[src/rtl/seq_detect_prog.sv]
// seq_detect_prog: programmable serial pattern detector with overlap mode and saturating match counter
module seq_detect_prog #(
  parameter int PAT_W = 8,
  parameter int LEN_W = 4,
  parameter int CNT_W = 16
) (
  input  logic             clk,
  input  logic             rst_n,
  input  logic             in,
  input  logic             in_vld,
  input  logic             cfg_load,
  input  logic [PAT_W-1:0] pat,
  input  logic [LEN_W-1:0] pat_len,
  input  logic             overlap,
  input  logic             cnt_clr,
  output logic             match,
  output logic [CNT_W-1:0] match_cnt,
  output logic             cfg_err
);
  logic [PAT_W-1:0] pat_q, pat_d, hist_q, hist_d, nh, mask;
  logic [LEN_W-1:0] len_q, len_d, fill_q, fill_d;
  logic [CNT_W-1:0] cnt_q, cnt_d;
  logic ovl_q, ovl_d, err_q, err_d, match_q, match_d, hit, bad, rst_hist;
  always_comb begin
    nh = {hist_q[PAT_W-2:0], in};
    mask = {PAT_W{1'b1}} >> (LEN_W'(PAT_W) - len_q);
    bad = pat_len == '0 || pat_len > LEN_W'(PAT_W);
    hit = !cfg_load && in_vld && !err_q && len_q != '0
          && ({1'b0, fill_q} + (LEN_W+1)'(1)) >= {1'b0, len_q}
          && ((nh ^ pat_q) & mask) == '0;
    rst_hist = cfg_load || (hit && !ovl_q);
    pat_d = cfg_load ? pat : pat_q;
    len_d = cfg_load ? pat_len : len_q;
    ovl_d = cfg_load ? overlap : ovl_q;
    err_d = cfg_load ? bad : err_q;
    match_d = hit;
    hist_d = rst_hist ? '0 : in_vld ? nh : hist_q;
    fill_d = rst_hist ? '0 : (in_vld && fill_q != LEN_W'(PAT_W)) ? fill_q + LEN_W'(1) : fill_q;
    cnt_d = cnt_clr ? '0 : (hit && cnt_q != '1) ? cnt_q + CNT_W'(1) : cnt_q;
  end
  always_ff @(posedge clk or negedge rst_n) begin
    if (!rst_n) begin
      pat_q <= '0;
      len_q <= '0;
      ovl_q <= 1'b0;
      err_q <= 1'b0;
      hist_q <= '0;
      fill_q <= '0;
      match_q <= 1'b0;
      cnt_q <= '0;
    end else begin
      pat_q <= pat_d;
      len_q <= len_d;
      ovl_q <= ovl_d;
      err_q <= err_d;
      hist_q <= hist_d;
      fill_q <= fill_d;
      match_q <= match_d;
      cnt_q <= cnt_d;
    end
  end
  assign match = match_q;
  assign match_cnt = cnt_q;
  assign cfg_err = err_q;
endmodule

[config.mk]
export PLATFORM = sky130hd
export DESIGN_NAME = seq_detect_prog
export DESIGN_NICKNAME = d
export VERILOG_FILES = /design/src/rtl/seq_detect_prog.sv
export SDC_FILE = /design/constraint.sdc
export NUM_CORES = 1
export LEC_CHECK = 0
export BUFFER_PORTS_ARGS = -buffer_cell sky130_fd_sc_hd__buf_2
export CAP_MARGIN = 10
export CELL_PAD_IN_SITES_DETAIL_PLACEMENT = 1
export CELL_PAD_IN_SITES_GLOBAL_PLACEMENT = 1
export CORE_ASPECT_RATIO = 1.4
export CORE_MARGIN = 8
export CORE_UTILIZATION = 44
export CTS_CLUSTER_DIAMETER = 60
export CTS_CLUSTER_SIZE = 8
export DETAILED_ROUTE_END_ITERATION = 6
export GPL_ROUTABILITY_DRIVEN = 0
export MAX_ROUTING_LAYER = met4
export PLACE_DENSITY_LB_ADDON = 0.12
export SYNTH_ARGS = -nofsm -noshare
export SYNTH_HDL_FRONTEND = slang
export SYNTH_SLANG_ARGS = --single-unit
[constraint.sdc]
create_clock -name clk -period 3 [get_ports clk]
set_input_delay 0.6 -clock clk [delete_from_list [all_inputs] [get_ports clk]]
set_output_delay 0.6 -clock clk [all_outputs]
set_load 0.1 [all_outputs]
==> results of run 1 <==
==> cell usage in the layout, fill, tap and decap left out, drive strengths merged, types with 2 or more instances in the layout <==
master  count
xnor2      20
nand2      15
or4         2
nor4        3
and4        3
o31ai       3
mux2i       8
clkbuf      8
mux2       10
and3        2
a21oi      13
nor3        7
o22ai       2
nand4       3
nand2b      4
nor2       24
dfrtp      42
o21ai       9
ha         10
nand3       8
xor2        2
a31o        2
and2        2
buf        41
inv        11
==> registers in the layout, summed over array words and instances, names as in the netlist <==
register   flops
match_cnt     16
len_q          4
match          1
fill_q         4
ovl_q          1
pat_q          8
hist_q         7
cfg_err        1
==> worst max path at each step <==
| stage | from | to | depth (start not counted) |
|---|---|---|---|
| 2_1_floorplan | match_cnt[0] | match_cnt[15] | 8 |
| 3_3_place_gp | fill_q[0] | hist_q[1] | 9 |
| 3_5_place_dp | fill_q[0] | match_cnt[15] | 9 |
| 4_1_cts | fill_q[0] | match_cnt[15] | 9 |
| 5_1_grt | fill_q[0] | hist_q[2] | 9 |
| 6_report | fill_q[0] | match_cnt[15] | 9 |
==> power by group through the flow <==
stage / Clock [uW] / Combinational, uW / Sequential [uW]
finish: 423 / 212 / 612
global route: 461 / 235 / 617
CTS: 436 / 217 / 613
detailed placement: 0 / 215 / 625
global placement: 0 / 210 / 623
floorplan: 0 / 137 / 635
==> metrics by stage <==
step,utilization,cell area (sq um),hold WS (ns)
finish,0.523,2660,0.454
global route,0.523,2660,0.528
CTS,0.523,2660,0.497
detailed placement,0.501,2540,0.519
global placement,0.501,2540,0.515
floorplan,-,2290,0.304
==> cell families (layout without fill, tap and decap cells) <==
group	Yosys count	in the layout
mux	18	18
compound gates	33	33
buf+inv	19	60
flops	42	42
simple gates	78	78
fa+ha+maj	10	10
xor+xnor	22	22
==> cell type report <==
cell class	instances	area, sq um	area share
clock buffer	8	110	0.0415
timing repair buffer	41	218	0.0820
multi-input combinational	161	1150	0.434
sequential	42	1050	0.396
inverter	11	41.3	0.0156
tap	66	82.6	0.0311
==> critical path: stages (launching register included) <==
cell and delay [ns]:
dfrtp_1 0.44, ha_1 0.24, xor2_1 0.19, ha_1 0.29
o21ai_0 0.06, o21ai_0 0.29, nand3b_2 0.19, nor3_4 0.33
and3_1 0.21, mux2_2 0.33
==> routing by layer <==
layer  part of all wire  vias up  routed length [microns]
met3              0.038        7                      200
li1                   -      841                        -
met1               0.38      894                     2010
met2               0.57       28                     3050
met5                  0        -                        0
met4              0.014        0                       72
==> impl_metrics.py, run 1 <==
metrics = {
    "run_status": {
        "status": "finished clean",
    },
    "place": {
        "place_inst": 321,
        "dp_slack_ns": 0.296,
        "dp.final_hpwl_microns": 4040,
        "port_buffers": 36,
    },
    "route": {
        "wire_per_inst_microns": 16.2,
        "wl_microns": 5330,
        "vias": 1770,
        "drtIter0Drc": 101,
        "ant_nets": 0,
        "first_pass_iters": 4,
        "drc": 0,
        "routed_via_density": 5.38,
    },
    "die": {
        "start_util": 0.450,
        "io_pins": 37,
        "die_area_sq_mm": 0.00779,
        "chipHeight_microns": 101,
        "core_area_sq_mm": 0.00508,
        "rows": 31,
        "dieWidth_microns": 76.9,
    },
    "layout": {
        "syn_to_final_growth_pct": 16.1,
        "stdcell_count": 329,
        "drive_gt1_frac": 0.262,
        "fillerInstances": 599,
        "num_antenna_cells": 0,
        "nets": 291,
    },
    "sta": {
        "fin_crit_sh": 0.892,
        "hold_viol_final": 0,
        "skew_ns": 0.00437,
        "setup_slack_ns": 0.323,
        "clock.fmax_mhz": 374,
        "fin_crit_ns": 2.68,
        "tightest_slew_ns": 0.984,
        "setup_violations": 0,
        "fin_tns_setup_ns": 0,
        "maxSlewHeadroom": 0.344,
        "rsz0062_at_grt": "no",
        "slew_viol_final": 0,
    },
    "clock_tree": {
        "post_cts_resized": 0,
        "cts_tree": "done",
        "cts_root_buf": "clkbuf_8",
        "clkLatencyLatePin_ns": 0.29,
        "clockBufferDepth": 2,
        "clk_pin_slew_ns": 0.08,
        "cts.sinks": 42,
        "cts_inserted_buffers": 5,
        "postCtsSetupBuffers": 0,
        "h-tree-depth": 2,
        "hold_buffers": 0,
    },
    "global_route": {
        "track_usage": 0.151,
        "use_met2": 0.296,
        "antenna_found_initial": 0,
        "grt_pass1_vias": 1979,
        "grt_max_degree": 43,
        "grt-busiest-layer": "met2",
        "global_route.usage.met1": 0.141,
        "grt_pass1_wl_microns": 9320,
        "use_met3": 0.0329,
        "grt_overflow_total": 0,
    },
    "critical_path": {
        "startpoint_type": "register",
        "crit_required_ns": 3.18,
        "cp_data_arrival_time_ns": 2.86,
        "reg2reg_from": "fill_q[0]",
        "cp_max_fo": 6,
        "rrSetupSlack_ns": 0.32,
        "reg2reg_to": "match_cnt[15]",
        "rr_worst_depth": 9,
        "criticalPathCategory": "reg -> reg",
        "endpoint_kind": "register",
    },
    "logic_synthesis": {
        "synth-seq-area-share": 0.460,
        "synth_top_family_by_area": "simple AND/OR/NAND/NOR gates",
        "synth-simple-area-share": 0.190,
        "yosysMostFrequentCell": "dfrtp_1",
        "synthTopCellsByCount": "dfrtp_1 (42), nor2_1 (24), xnor2_1 (19)",
        "syn_avg_cell_area_sq_um": 10.3,
        "synth_edf_count": 0,
        "synthAdderAreaFrac": 0.0547,
        "postSynthCellCount": 222,
        "ys_top_cells_by_area": "dfrtp_1 (46%), xnor2_1 (7.3%), ha_1 (5.5%)",
        "synth_top_cell_by_area": "dfrtp_1",
        "syn_nets": 251,
        "ys_ff_latch": 42,
        "synthMuxAreaShare": 0.0842,
        "ys_async_sr_fraction": 1.00,
        "synth-compound-area-share": 0.0870,
        "syn_area_sq_mm": 0.00229,
        "synth_cell_type_count": 40,
        "synthXorXnorAreaFrac": 0.0875,
        "ys_warn_count": 0,
        "synth_top_area_frac": 0.460,
        "dominantRegCellSynth": "dfrtp_1",
    },
    "pwr": {
        "swShare": 0.275,
        "leakage_uw": 0.00125,
        "internal_power_uw": 905,
        "combPwrFrac": 0.170,
        "power_density_mw_per_mm2": 470,
        "p_total_uw": 1250,
        "p_seq_frac": 0.491,
        "peakVddDrop_uv": 281,
        "p_sw_uw": 343,
        "p_clk_frac": 0.339,
    },
    "job": {
        "cap_violations": 0,
    },
    "hold_path": {
        "min_path_type": "in -> async",
    },
}
Note: power is estimated with default switching activity, not from simulation.
==> inputs of run 2 (changes only) <==
--- a/config.mk
+++ b/config.mk
@@ -11,7 +11,7 @@
 export CELL_PAD_IN_SITES_GLOBAL_PLACEMENT = 1
 export CORE_ASPECT_RATIO = 1.4
 export CORE_MARGIN = 8
-export CORE_UTILIZATION = 44
+export CORE_UTILIZATION = 47
 export CTS_CLUSTER_DIAMETER = 60
 export CTS_CLUSTER_SIZE = 8
 export DETAILED_ROUTE_END_ITERATION = 6
==> constraint.sdc (replaced) <==
create_clock -name clk -period 3.31 [get_ports clk]
set_input_delay 0.662 -clock clk [delete_from_list [all_inputs] [get_ports clk]]
set_output_delay 0.662 -clock clk [all_outputs]
set_load 0.1 [all_outputs]
==> impl_metrics.py, run 2 (synthesis gave the netlist of run 1 again) <==
metrics = {
    "run_status": {
        "status": "finished clean",
    },
    "critical_path": {
        "crit_path_cell_trace": "ha_1, xor2_1, ha_1, o21ai_0, o21ai_0, nand3b_2, nor3_4, and3_1, mux2_2",
        "path_buf_inv": 0,
        "cp_max_fo": 6,
        "cpPeakStageDelay_ns": 0.43,
        "cpLargestDelayFamily": "simple AND/OR/NAND/NOR gates",
        "criticalPathCategory": "reg -> reg",
        "startpoint_type": "register",
        "cp_data_arrival_time_ns": 2.86,
        "crit_required_ns": 3.49,
        "slowest_stage": "dfrtp_1",
        "endpoint_kind": "register",
    },
    "job": {
        "cap_violations": 0,
    },
    "route": {
        "drc": 0,
        "ant_nets": 0,
        "wire_per_inst_microns": 15.8,
        "wl_microns": 5140,
        "first_pass_iters": 4,
        "routed_via_density": 5.33,
        "drtIter0Drc": 42,
        "vias": 1732,
    },
    "sta": {
        "hold_viol_final": 0,
        "fin_crit_ns": 2.68,
        "slew_viol_final": 0,
        "setup_violations": 0,
        "skew_ns": 0.00594,
        "tightest_slew_ns": 0.931,
        "clock.fmax_mhz": 373,
        "setup_slack_ns": 0.630,
        "fin_crit_sh": 0.810,
        "fin_tns_setup_ns": 0,
        "maxSlewHeadroom": 0.379,
        "rsz0062_at_grt": "no",
        "holdWs_ns": 0.503,
    },
    "die": {
        "io_pins": 37,
        "chipHeight_microns": 98.5,
        "start_util": 0.480,
        "die_area_sq_mm": 0.00739,
        "rows": 30,
        "dieWidth_microns": 75.0,
        "core_area_sq_mm": 0.00477,
    },
    "global_route": {
        "grt_pass1_wl_microns": 9030,
        "grt_max_degree": 43,
        "grt_overflow_total": 0,
        "grt_pass1_vias": 2018,
        "track_usage": 0.159,
        "antenna_found_initial": 0,
    },
    "place": {
        "port_buffers": 36,
        "dp.final_hpwl_microns": 3930,
        "dp_slack_ns": 0.625,
    },
    "clock_tree": {
        "cts_inserted_buffers": 5,
        "postCtsSetupBuffers": 0,
        "clockBufferDepth": 2,
        "post_cts_resized": 0,
        "clk_pin_slew_ns": 0.08,
        "cts.sinks": 42,
        "clkLatencyLatePin_ns": 0.29,
        "cts_root_buf": "clkbuf_8",
        "cts_tree": "done",
        "hold_buffers": 0,
        "h-tree-depth": 2,
    },
    "layout": {
        "largest_register_ffs": 16,
        "nets": 289,
        "syn_to_final_growth_pct": 15.3,
        "final_cell_mix": "dfrtp_1 (42), buf_2 (36), nor2_1 (24)",
        "postLayoutCoreUtil": 0.553,
        "num_antenna_cells": 0,
        "drive_gt1_frac": 0.253,
        "final_common_cell": "dfrtp_1",
    },
    "pwr": {
        "power_density_mw_per_mm2": 431,
        "leakage_uw": 0.00124,
        "peakVddDrop_uv": 320,
    },
    "hold_path": {
        "min_path_type": "in -> async",
    },
}
run 2: per-layer routing:
metal | GRT usage | wire length, microns | vias up
met5 | - | 0 | -
met2 | 0.300 | 2940 | 24
met3 | 0.0325 | 195 | 6
met1 | 0.149 | 1940 | 864
met4 | 0.0500 | 70 | 0
li1 | - | - | 838
run 2: metrics by stage:
stage,cell area [sq um],std cells,power (uW)
finish,2640,325,1140
global route,2640,325,1200
CTS,2640,325,1160
detailed placement,2530,317,754
global placement,2530,317,748
floorplan,2290,222,700
run 2: worst paths after layout:
check | slack (ns) | cells after the start | endpoint | start
max reg2reg | 0.63 | 9 | match_cnt[15] | fill_q[0]
max | 0.63 | 9 | match_cnt[15] | fill_q[0]
max in group asynchronous | 2.23 | 1 | len_q[0] | rst_n
min reg2reg | 0.53 | 1 | ovl_q | ovl_q
min in group clk | 0.53 | 1 | ovl_q | ovl_q
min | 0.50 | 1 | match_cnt[2] | rst_n
run 2: power by group:
part | switching, uW | total [uW] | internal (uW) | leakage, uW
Sequential | 19.6 | 555 | 536 | 0.000553
Clock | 173 | 398 | 225 | 0.0000514
Combinational | 116 | 184 | 68.7 | 0.000631
Total | 308 | 1140 | 830 | 0.00124
run 2: final cells by class:
| type | instances | area, sq um |
|---|---|---|
| Fill cell | 567 | 2130 |
| Multi-Input combinational cell | 161 | 1150 |
| Sequential cell | 42 | 1050 |
| Timing Repair Buffer | 39 | 203 |
| Tap cell | 64 | 80.1 |
| Clock buffer | 6 | 72.6 |
| Inverter | 11 | 41.3 |
| Clock inverter | 2 | 37.5 |
run 2: worst register-to-register path, cell delays in order (launching register included):
cell and delay [ns]:
dfrtp_1 0.43, ha_1 0.25, xor2_1 0.19, ha_1 0.29, o21ai_0 0.06, o21ai_0 0.26, nand3b_2 0.24, nor3_4 0.32
and3_1 0.21, mux2_2 0.34
==> inputs of run 3 (changes only) <==
--- a/config.mk
+++ b/config.mk
@@ -11,7 +11,7 @@
 export CELL_PAD_IN_SITES_GLOBAL_PLACEMENT = 1
 export CORE_ASPECT_RATIO = 1.4
 export CORE_MARGIN = 8
-export CORE_UTILIZATION = 47
+export CORE_UTILIZATION = 39
 export CTS_CLUSTER_DIAMETER = 60
 export CTS_CLUSTER_SIZE = 8
 export DETAILED_ROUTE_END_ITERATION = 6
==> constraint.sdc (replaced) <==
create_clock -name clk -period 2.35 [get_ports clk]
set_input_delay 0.47 -clock clk [delete_from_list [all_inputs] [get_ports clk]]
set_output_delay 0.47 -clock clk [all_outputs]
set_load 0.1 [all_outputs]
==> impl_metrics.py, run 3 (synthesis gave the netlist of run 1 again) <==
metrics = {
    "sta": {
        "fin_crit_sh": 0.984,
        "maxSlewHeadroom": 0.613,
        "tightest_slew_ns": 0.575,
        "hold_viol_final": 0,
        "clock.fmax_mhz": 432,
        "holdWs_ns": 0.123,
        "setup_violations": 0,
        "fin_crit_ns": 2.31,
        "slew_viol_final": 0,
        "rsz0062_at_grt": "yes",
        "skew_ns": 0.00793,
    },
    "route": {
        "wl_microns": 5890,
        "drc": 0,
        "first_pass_iters": 4,
        "routed_via_density": 5.22,
        "wire_per_inst_microns": 16.6,
        "drtIter0Drc": 43,
        "vias": 1853,
        "ant_nets": 0,
    },
    "clock_tree": {
        "cts_tree": "done",
        "cts.sinks": 42,
        "h-tree-depth": 2,
        "clockBufferDepth": 2,
        "clk_pin_slew_ns": 0.08,
        "cts_root_buf": "clkbuf_8",
        "hold_buffers": 0,
        "cts_inserted_buffers": 5,
        "clkLatencyLatePin_ns": 0.29,
    },
    "critical_path": {
        "endpoint_kind": "register",
        "cpMostUsedCell": "o21ai_1",
        "slowest_stage": "dfrtp_1",
        "cpPeakStageDelay_ns": 0.42,
        "cp_max_fo": 5,
        "criticalPathCategory": "reg -> reg",
        "path_buf_inv": 1,
        "crit_path_cell_trace": "ha_2, xor2_2, ha_1, o21ai_1, o21ai_1, buf_4, nand3b_4, or3_4, or2_1, a21oi_2",
        "crit_required_ns": 2.57,
        "cp_data_arrival_time_ns": 2.54,
        "cpLargestDelayFamily": "simple AND/OR/NAND/NOR gates",
        "startpoint_type": "register",
    },
    "layout": {
        "final_cell_mix": "buf_2 (37), dfrtp_1 (31), nor2_1 (24)",
        "postLayoutCoreUtil": 0.517,
        "nets": 313,
        "largest_register_ffs": 16,
        "final_common_cell": "buf_2",
        "design_area_sq_mm": 0.00299,
        "drive_gt1_frac": 0.414,
        "num_antenna_cells": 0,
        "stdcell_count": 355,
        "syn_to_final_growth_pct": 30.6,
    },
    "place": {
        "postPlaceCellArea_sq_mm": 0.00269,
        "dp.final_hpwl_microns": 4310,
        "port_buffers": 36,
        "place_inst": 338,
    },
    "global_route": {
        "grt_max_degree": 25,
        "track_usage": 0.151,
        "grt_pass1_wl_microns": 9940,
        "antenna_found_initial": 0,
        "grt_overflow_total": 0,
        "grt_pass1_vias": 2077,
    },
    "die": {
        "die_area_sq_mm": 0.00861,
        "core_area_sq_mm": 0.00578,
        "start_util": 0.396,
        "dieWidth_microns": 80.7,
        "io_pins": 37,
        "rows": 33,
        "chipHeight_microns": 107,
    },
    "run_status": {
        "status": "finished clean",
    },
    "pwr": {
        "p_total_uw": 1600,
        "power_density_mw_per_mm2": 536,
        "peakVddDrop_uv": 324,
        "leakage_uw": 0.00135,
    },
    "job": {
        "cap_violations": 0,
    },
    "hold_path": {
        "min_path_type": "in -> async",
    },
}
## run 3: changes by cell type in the layout (fill, tap and decap cells not counted), moves of 3 or more
cell	change
dfrtp_2	+10
nor3_2	+3
dfrtp_1	-11
nor3_1	-3
a21oi_2	+3
a21oi_1	-4
buf_4	+19
## run 3: worst paths after layout
check,from,endpoint,slack [ns],cells past startpoint
setup / recovery,fill_q[1],match_cnt[14],0.04,10
hold / removal,rst_n,match_cnt[0],0.12,1
setup reg to reg,fill_q[1],match_cnt[14],0.04,10
hold reg to reg,pat_q[2],pat_q[2],0.53,1
max in group asynchronous,rst_n,fill_q[1],1.72,2
min in group clk,pat[7],pat_q[7],0.41,2
## run 3: repair_timing
action                                  in CTS  in global routing
pin swaps                                   12                 15
gates cloned                                 1                  0
setup buffers                                6                  2
endpoints found under the setup margin       5                 25
resized for setup                           12                 18
## run 3: where the power goes
part / internal, uW / total [uW] / leakage [uW] / switching, uW
Sequential: 755 / 783 / 0.000534 / 27.8
Combinational: 161 / 364 / 0.000778 / 202
Clock: 212 / 455 / 0.0000395 / 244
## run 3: cell type report
| class | count | area [sq um] |
|---|---|---|
| clock buffer | 8 | 80.1 |
| fill | 666 | 2790 |
| inverter | 11 | 41.3 |
| multi-input combinational | 161 | 1300 |
| sequential | 42 | 1070 |
| tap | 70 | 87.6 |
| timing repair buffer | 63 | 413 |
## run 3: per-layer routing
metal	up-vias	share of wire	GRT usage
li1	879	-	-
met1	935	0.38	0.152
met2	31	0.57	0.279
met3	8	0.032	0.0276
met4	0	0.016	0.0500
met5	-	0	-
## run 3: per-stage QoR
step,TNS (ns),worst slack (ns)
6_report,0,0.0366
5_1_grt,-0.208,-0.0541
4_1_cts,-0.0360,-0.0221
3_5_place_dp,-0.266,-0.0873
3_3_place_gp,0,0.0109
2_1_floorplan,0,0.0127
